`src/rtl/fetch_unit.sv`:
```
// Instruction-fetch front end: owns the PC, fetches one word at a time over req/ack,
// presents decoded fields to the controller and selects the next PC from pcsrc/jump.
//
// state   | meaning
// --------+-------------------------------------------------------------
// S_FETCH | request imem at pc, wait for ack
// S_ISSUE | instruction register presented, wait for instr_ready
// S_HALT  | HALT retired; fetch stopped until reset
module fetch_unit #(
    parameter int              PC_W     = 16,
    parameter logic [PC_W-1:0] RESET_PC = '0
) (
    input  logic            clk,
    input  logic            reset,
    output logic            imem_req,
    output logic [PC_W-1:0] imem_addr,
    input  logic            imem_ack,
    input  logic [15:0]     imem_rdata,
    output logic            instr_valid,
    input  logic            instr_ready,
    output logic [2:0]      op,
    output logic [2:0]      rs,
    output logic [2:0]      rt,
    output logic [2:0]      rd,
    output logic [3:0]      funct,
    output logic [15:0]     imm,
    output logic [PC_W-1:0] pc,
    input  logic            pcsrc,
    input  logic            jump,
    output logic            halted
);

    typedef enum logic [1:0] {
        S_FETCH = 2'd0,
        S_ISSUE = 2'd1,
        S_HALT  = 2'd2
    } state_t;

    state_t          state_q, state_d;
    logic [PC_W-1:0] pc_q, pc_d;
    logic [15:0]     ir_q, ir_d;

    logic [PC_W-1:0] pcplus1;
    logic [PC_W-1:0] imm_ext;
    logic [PC_W-1:0] next_pc;
    logic            is_halt;

    always_ff @(posedge clk) begin
        if (reset) begin
            state_q <= S_FETCH;
            pc_q    <= RESET_PC;
            ir_q    <= '0;
        end else begin
            state_q <= state_d;
            pc_q    <= pc_d;
            ir_q    <= ir_d;
        end
    end

    // Jump keeps the upper bits of pc+1 and replaces the low 13 with the target.
    always_comb begin
        pcplus1 = pc_q + PC_W'(1);
        imm_ext = {{(PC_W-7){ir_q[6]}}, ir_q[6:0]};
        if (jump)
            next_pc = {pcplus1[PC_W-1:13], ir_q[12:0]};
        else if (pcsrc)
            next_pc = pcplus1 + imm_ext;
        else
            next_pc = pcplus1;
    end

    assign is_halt = (ir_q[15:13] == 3'b111) && (ir_q[3:0] == 4'b1111);

    always_comb begin
        state_d = state_q;
        pc_d    = pc_q;
        ir_d    = ir_q;
        case (state_q)
            S_FETCH: begin
                if (imem_ack) begin
                    ir_d    = imem_rdata;
                    state_d = S_ISSUE;
                end
            end
            S_ISSUE: begin
                if (instr_ready) begin
                    if (is_halt) begin
                        state_d = S_HALT;
                    end else begin
                        pc_d    = next_pc;
                        state_d = S_FETCH;
                    end
                end
            end
            S_HALT: begin
                state_d = S_HALT;
            end
            default: begin
                state_d = S_FETCH;
            end
        endcase
    end

    assign imem_req    = (state_q == S_FETCH);
    assign imem_addr   = pc_q;
    assign instr_valid = (state_q == S_ISSUE);
    assign halted      = (state_q == S_HALT);
    assign pc          = pc_q;

    assign op    = ir_q[15:13];
    assign rs    = ir_q[12:10];
    assign rt    = ir_q[9:7];
    assign rd    = ir_q[6:4];
    assign funct = ir_q[3:0];
    assign imm   = {{9{ir_q[6]}}, ir_q[6:0]};

endmodule

```
`config.mk`:
```
export PLATFORM = sky130hd
export DESIGN_NAME = fetch_unit
export DESIGN_NICKNAME = d
export VERILOG_FILES = /design/src/rtl/fetch_unit.sv
export SDC_FILE = /design/constraint.sdc
export NUM_CORES = 1
export LEC_CHECK = 0
export CORE_ASPECT_RATIO = 0.75
export CORE_MARGIN = 2
export CORE_UTILIZATION = 45
export CTS_BUF_LIST = sky130_fd_sc_hd__clkbuf_4 sky130_fd_sc_hd__clkbuf_8
export DETAILED_ROUTE_END_ITERATION = 8
export HOLD_SLACK_MARGIN = 0.08
export PLACE_DENSITY = 0.84
export SYNTH_ARGS = -nofsm -noshare
export SYNTH_HDL_FRONTEND = slang
export SYNTH_SLANG_ARGS = --single-unit
```
`constraint.sdc`:
```
create_clock -name clk -period 3.05 [get_ports clk]
set_input_delay 0.61 -clock clk [delete_from_list [all_inputs] [get_ports clk]]
set_output_delay 0.61 -clock clk [all_outputs]
set_load 0.05 [all_outputs]
```
==> results of run 1 <==
synth_stat cells (4+ instances only):
| cell type | number |
|---|---|
| nand2_1 | 55 |
| dfxtp_1 | 34 |
| xnor2_1 | 10 |
| a21o_1 | 4 |
| clkbuf_1 | 9 |
| nor2_1 | 25 |
| a211oi_1 | 8 |
| inv_1 | 8 |
| ha_1 | 20 |
| nand3_1 | 10 |
| o21ai_0 | 16 |
| nor4_1 | 4 |
| nor3_1 | 7 |
| o211ai_1 | 7 |
| buf_4 | 34 |
| mux2i_1 | 4 |
| nand2b_1 | 5 |
| xor2_1 | 14 |
| a21oi_1 | 38 |
| and2_1 | 5 |
final timing paths:
check	start	to	slack, ns	cells past startpoint
worst min register to register	ir_q[10]	ir_q[10]	0.49	2
worst max-delay path	imem_addr[0]	imem_addr[11]	0.08	12
worst max register to register	imem_addr[0]	imem_addr[11]	0.08	12
worst min-delay path	ir_q[10]	ir_q[10]	0.49	2
cells by family after synthesis:
family          synth area share, %
flops                         23.48
compound gates                23.13
xor+xnor                      7.251
mux                           1.770
fa+ha+maj                     9.322
buf+inv                       11.78
simple gates                  23.26
where the power goes:
part / total (mW) / internal [mW] / switching, mW
registers: 0.493 / 0.464 / 0.0284
clock network: 0.366 / 0.182 / 0.185
logic: 0.445 / 0.164 / 0.281
worst reg2reg max path, cell delays in order (launching register included):
cell and delay [ns]:
dfxtp_2 0.33, ha_1 0.22, nand4_2 0.26, nor2_1 0.18, nand2_1 0.09, xnor2_1 0.23, ha_1 0.35, and2_1 0.26
a211oi_1 0.28, o21ai_0 0.13, o221a_2 0.14, a211oi_1 0.25, nor3_1 0.11
flip-flops by register name, indices dropped and copies added (netlist names):
| signal | count |
|---|---|
| imem_addr | 16 |
| ir_q | 16 |
| state_q | 2 |
layer usage:
layer	vias to the layer above	GRT usage, %	part of all wire (%)
met5	-	0	0
met4	0	9.233	1.7
met3	16	6.280	9.5
met2	175	37.42	43
met1	1391	32.48	46
li1	1447	-	-
through the flow:
stage               hold WS [ns]  cell area (sq um)
CTS                       0.4891               3822
floorplan                 0.5970               2902
detailed placement        0.4763               3715
global placement          0.4698               3715
finish                    0.4926               3901
global route              0.5051               3901
what timing repair did:
item	in CTS	in global routing
gates cloned	0	0
resized for setup	2	16
hold endpoints to repair	0	0
endpoints found under the setup margin	1	7
pin swaps	0	3
setup buffers	0	1
layout make-up:
class / instances / share of cell area, %
flip-flops and latches: 34 / 17.64
clock inverters: 2 / 0.3207
well taps: 81 / 2.598
clock buffers: 6 / 2.117
inverters: 8 / 0.7697
repair buffers: 108 / 26.43
multi-input cells: 287 / 50.13
==> flow_summary.ini, run 1 <==
[outcome]
status = complete, no violations

[placed_design]
port_buffers = 88
post-place-ws_ns = -0.09380
gp_congestion = 0.9450
dpl.cell_count = 517
place_hpwl_microns = 6612

[setup_path]
crit_family = simple AND/OR/NAND/NOR gates
worstSetupEndpointType = register
cp_slowest_cell = ha_1
critPathLaunchType = register
path_cells = ha_1, nand4_2, nor2_1, nand2_1, xnor2_1, ha_1, and2_1, a211oi_1, o21ai_0, o221a_2, a211oi_1, nor3_1
max_stage_delay_ns = 0.35
crit_type = register to register
required_ns = 3.21
crit_fanout = 7
crit_buf_inv = 0
cp.arrival_ns = 3.13

[grt]
antenna_found_initial = 0
grt_start_max_net_pins = 19
overflow = 0
grt_usage_pct = 24.11
grt_pass1_wl_microns = 13610
grt_pass1_vias = 2797

[floorplanning]
core_area_sq_um = 6256
die_x_microns = 96.68
fp-row-count = 25
die-height_microns = 73.51
io_pins = 89
die-area_sq_um = 7107
initial_core_util_pct = 46.34

[routing]
drtAntennaViolNets = 0
drt_wl_total_microns = 8789
via_per_inst = 5.759
drt-pass1-iter-count = 5
drc = 0
via_count = 3029
drt-initial-drc-count = 253
wl_per_cell_microns = 16.71

[yosys]
avgSynthCellArea_sq_um = 7.731
synth_top_area_cell = dfxtp_1
synth.top_cell.area_share_pct = 23.48
synth_async_sr_flop_share_pct = 0
netlist_area_sq_um = 2899
synth.area.top_cells = dfxtp_1 23%, buf_4 8.8%, ha_1 8.6%
ys_ff_latch = 34
ys_seq_area_share_pct = 23.48
ys.flop_type = dfxtp_1
synth-edff-count = 0
syn-instance-count = 375
ys_warn_count = 0
synth_fp_nets = 418
ys_types = 60

[layout]
antennaDiodeCount = 0
layout_common_cells = 88 x clkdlybuf4s50_1, 55 x nand2_1, 34 x a21oi_1, 28 x dfxtp_1, 24 x nor2_1
drive_gt1_share_pct = 12.58
final_core_util_pct = 62.36
final_common_cell = clkdlybuf4s50_1
regArea_sq_um = 688.2
stdcell_count = 526
nets = 487
fillers = 543
multi_input_area_sq_um = 1956
area_delta_synth_final_pct = 34.57

[timing]
post-route-min-period_ns = 2.973
maxSlewHeadroom_pct = 53.06
worst_slew_pin_slew_ns = 0.7022
setup_tns_ns = 0
fin_crit_sh_pct = 97.47
setup_ws_ns = 0.07707
rsz0062_at_grt = true
max_freq_mhz = 336.4
hold_viol = 0
slew_viol_final = 0
skew_ns = 0.01053
setup_violations = 0

[clock_tree]
cts.hold.buffers_added = 0
cts_tree = done
cts_made_buffers = 5
cts_buffer_depth = 2
clk_latency_ns = 0.30
clock-sinks = 34
clkTransAtPathRegs_ns = 0.08
htreeDepth = 2
cts-root-buf = clkbuf_8

[power]
vdd_drop_max_mv = 0.2222
leakage_nw = 1.587
powerDensity_nw_per_um2 = 334.2
p_total_mw = 1.304

[min_path]
hold_class = register to register

[flow_run]
maxCapViolations = 0
Power figures use the tool's default switching activity.
==> run 2: changes to the inputs <==
==> constraint.sdc (replaced) <==
create_clock -name clk -period 3.05 [get_ports clk]
set_input_delay 0.915 -clock clk [delete_from_list [all_inputs] [get_ports clk]]
set_output_delay 0.915 -clock clk [all_outputs]
set_load 0.05 [all_outputs]
==> flow_summary.ini, run 2 (synthesized netlist as in run 1, its figures left out) <==
[outcome]
status = complete, no violations

[floorplanning]
die-area_sq_um = 7107
initial_core_util_pct = 46.34
io_pins = 89
core_area_sq_um = 6256
die-height_microns = 73.51
fp-row-count = 25
die_x_microns = 96.68

[layout]
final_common_cell = clkdlybuf4s50_1
final_core_util_pct = 61.26
multi_input_area_sq_um = 1921
nets = 486
fillers = 568
antennaDiodeCount = 0
regArea_sq_um = 689.4
area_delta_synth_final_pct = 32.20
drive_gt1_share_pct = 14.19
layout_common_cells = 77 x clkdlybuf4s50_1, 55 x nand2_1, 38 x a21oi_1, 30 x buf_4, 27 x dfxtp_1
stdcell_count = 525

[grt]
antenna_found_initial = 0
grt_pass1_wl_microns = 14210
grt_usage_pct = 24.51
overflow = 0
grt_pass1_vias = 2937
grt_start_max_net_pins = 26

[setup_path]
path_cells = buf_4, nand2_1, nor4_2, xor2_1, ha_1, nand2_1, or2_2, and2_1, o211ai_1, a21oi_1, o41ai_1
crit_type = register to register
required_ns = 3.20
cp_slowest_cell = dfxtp_1
crit_fanout = 5
cp.arrival_ns = 3.06
crit_path_frequent_cell = nand2_1
rr_worst_depth = 11
crit_family = simple AND/OR/NAND/NOR gates
max_stage_delay_ns = 0.48
worstSetupEndpointType = register
crit_buf_inv = 1
critPathLaunchType = register
crit_cells = 11

[clock_tree]
htreeDepth = 2
cts_buffer_depth = 2
clock-sinks = 34
cts.hold.buffers_added = 0
cts_made_buffers = 5
cts-root-buf = clkbuf_8
clkTransAtPathRegs_ns = 0.08
cts_tree = done
clk_latency_ns = 0.29

[timing]
rsz0062_at_grt = true
maxSlewHeadroom_pct = 52.67
slew_viol_final = 0
skew_ns = 0.003907
setup_violations = 0
worst_slew_pin_slew_ns = 0.7077
max_freq_mhz = 343.1
post-route-min-period_ns = 2.914
setup_tns_ns = 0
hold_viol = 0
fin_crit_sh_pct = 95.55

[routing]
via_count = 3030
via_per_inst = 5.771
drtAntennaViolNets = 0
drt-pass1-iter-count = 5
wl_per_cell_microns = 16.99
drt-initial-drc-count = 209
drt_wl_total_microns = 8921
drc = 0

[placed_design]
port_buffers = 88
place_hpwl_microns = 6729
dpl.cell_count = 517
gp_congestion = 0.9497

[power]
leakage_nw = 1.574
powerDensity_nw_per_um2 = 337.7
vdd_drop_max_mv = 0.2806

[min_path]
hold_class = register to register
min_path_cells = 2

[flow_run]
maxCapViolations = 0
## run 2: worst min-delay path, cell delays in order, from the launching register on
cell and delay (ns):
dfxtp_1 0.34, nand2_1 0.06, a21oi_1 0.05
## run 2: routing by layer
layer  vias up  GRT usage [%]  wire length, microns
met5         -              0                     0
met3        16          6.280                   918
met4         0          6.103                   104
met1      1397          33.84                  4084
met2       168          38.66                  3813
li1       1449              -                     -
## run 2: what timing repair did
action                                  CTS  global route
buffers inserted                          0             0
gates cloned                              0             0
endpoints found under the setup margin    1             7
gates resized for setup                   1            13
pin swaps                                 0             0
## run 2: worst paths after layout
| check | endpoint | slack [ns] | from |
|---|---|---|---|
| max | imem_addr[12] | 0.14 | imem_addr[9] |
| min | ir_q[10] | 0.49 | ir_q[10] |
| max reg2reg | imem_addr[12] | 0.14 | imem_addr[9] |
| min reg2reg | ir_q[10] | 0.49 | ir_q[10] |
## run 2: cell type report
cell class                      count  share of cell area [%]
Clock buffer                        6                   2.155
Clock inverter                      2                  0.3265
Inverter                            8                  0.7835
Multi-Input combinational cell    287                   50.11
Sequential cell                    34                   17.99
Tap cell                           81                   2.644
Timing Repair Buffer              107                   25.99
## run 2: metrics by stage
stage / total power [mW] / cell area, sq um / setup slack [ns] / hold WS, ns
floorplan: 0.8074 / 2902 / 0.007833 / 0.5970
global placement: 0.9280 / 3687 / 0.02363 / 0.4658
detailed placement: 0.9362 / 3687 / 0.03129 / 0.4830
CTS: 1.287 / 3789 / 0.01922 / 0.4960
global route: 1.345 / 3832 / -0.05948 / 0.5282
finish: 1.294 / 3832 / 0.1357 / 0.4914
## run 2: where the power goes
| group | switching, mW | internal, mW | leakage, nW | total, mW |
|---|---|---|---|---|
| Sequential | 0.0274 | 0.464 | 0.281 | 0.491 |
| Combinational | 0.282 | 0.161 | 1.25 | 0.442 |
| Clock | 0.179 | 0.182 | 0.0472 | 0.361 |
| Total | 0.488 | 0.806 | 1.57 | 1.29 |
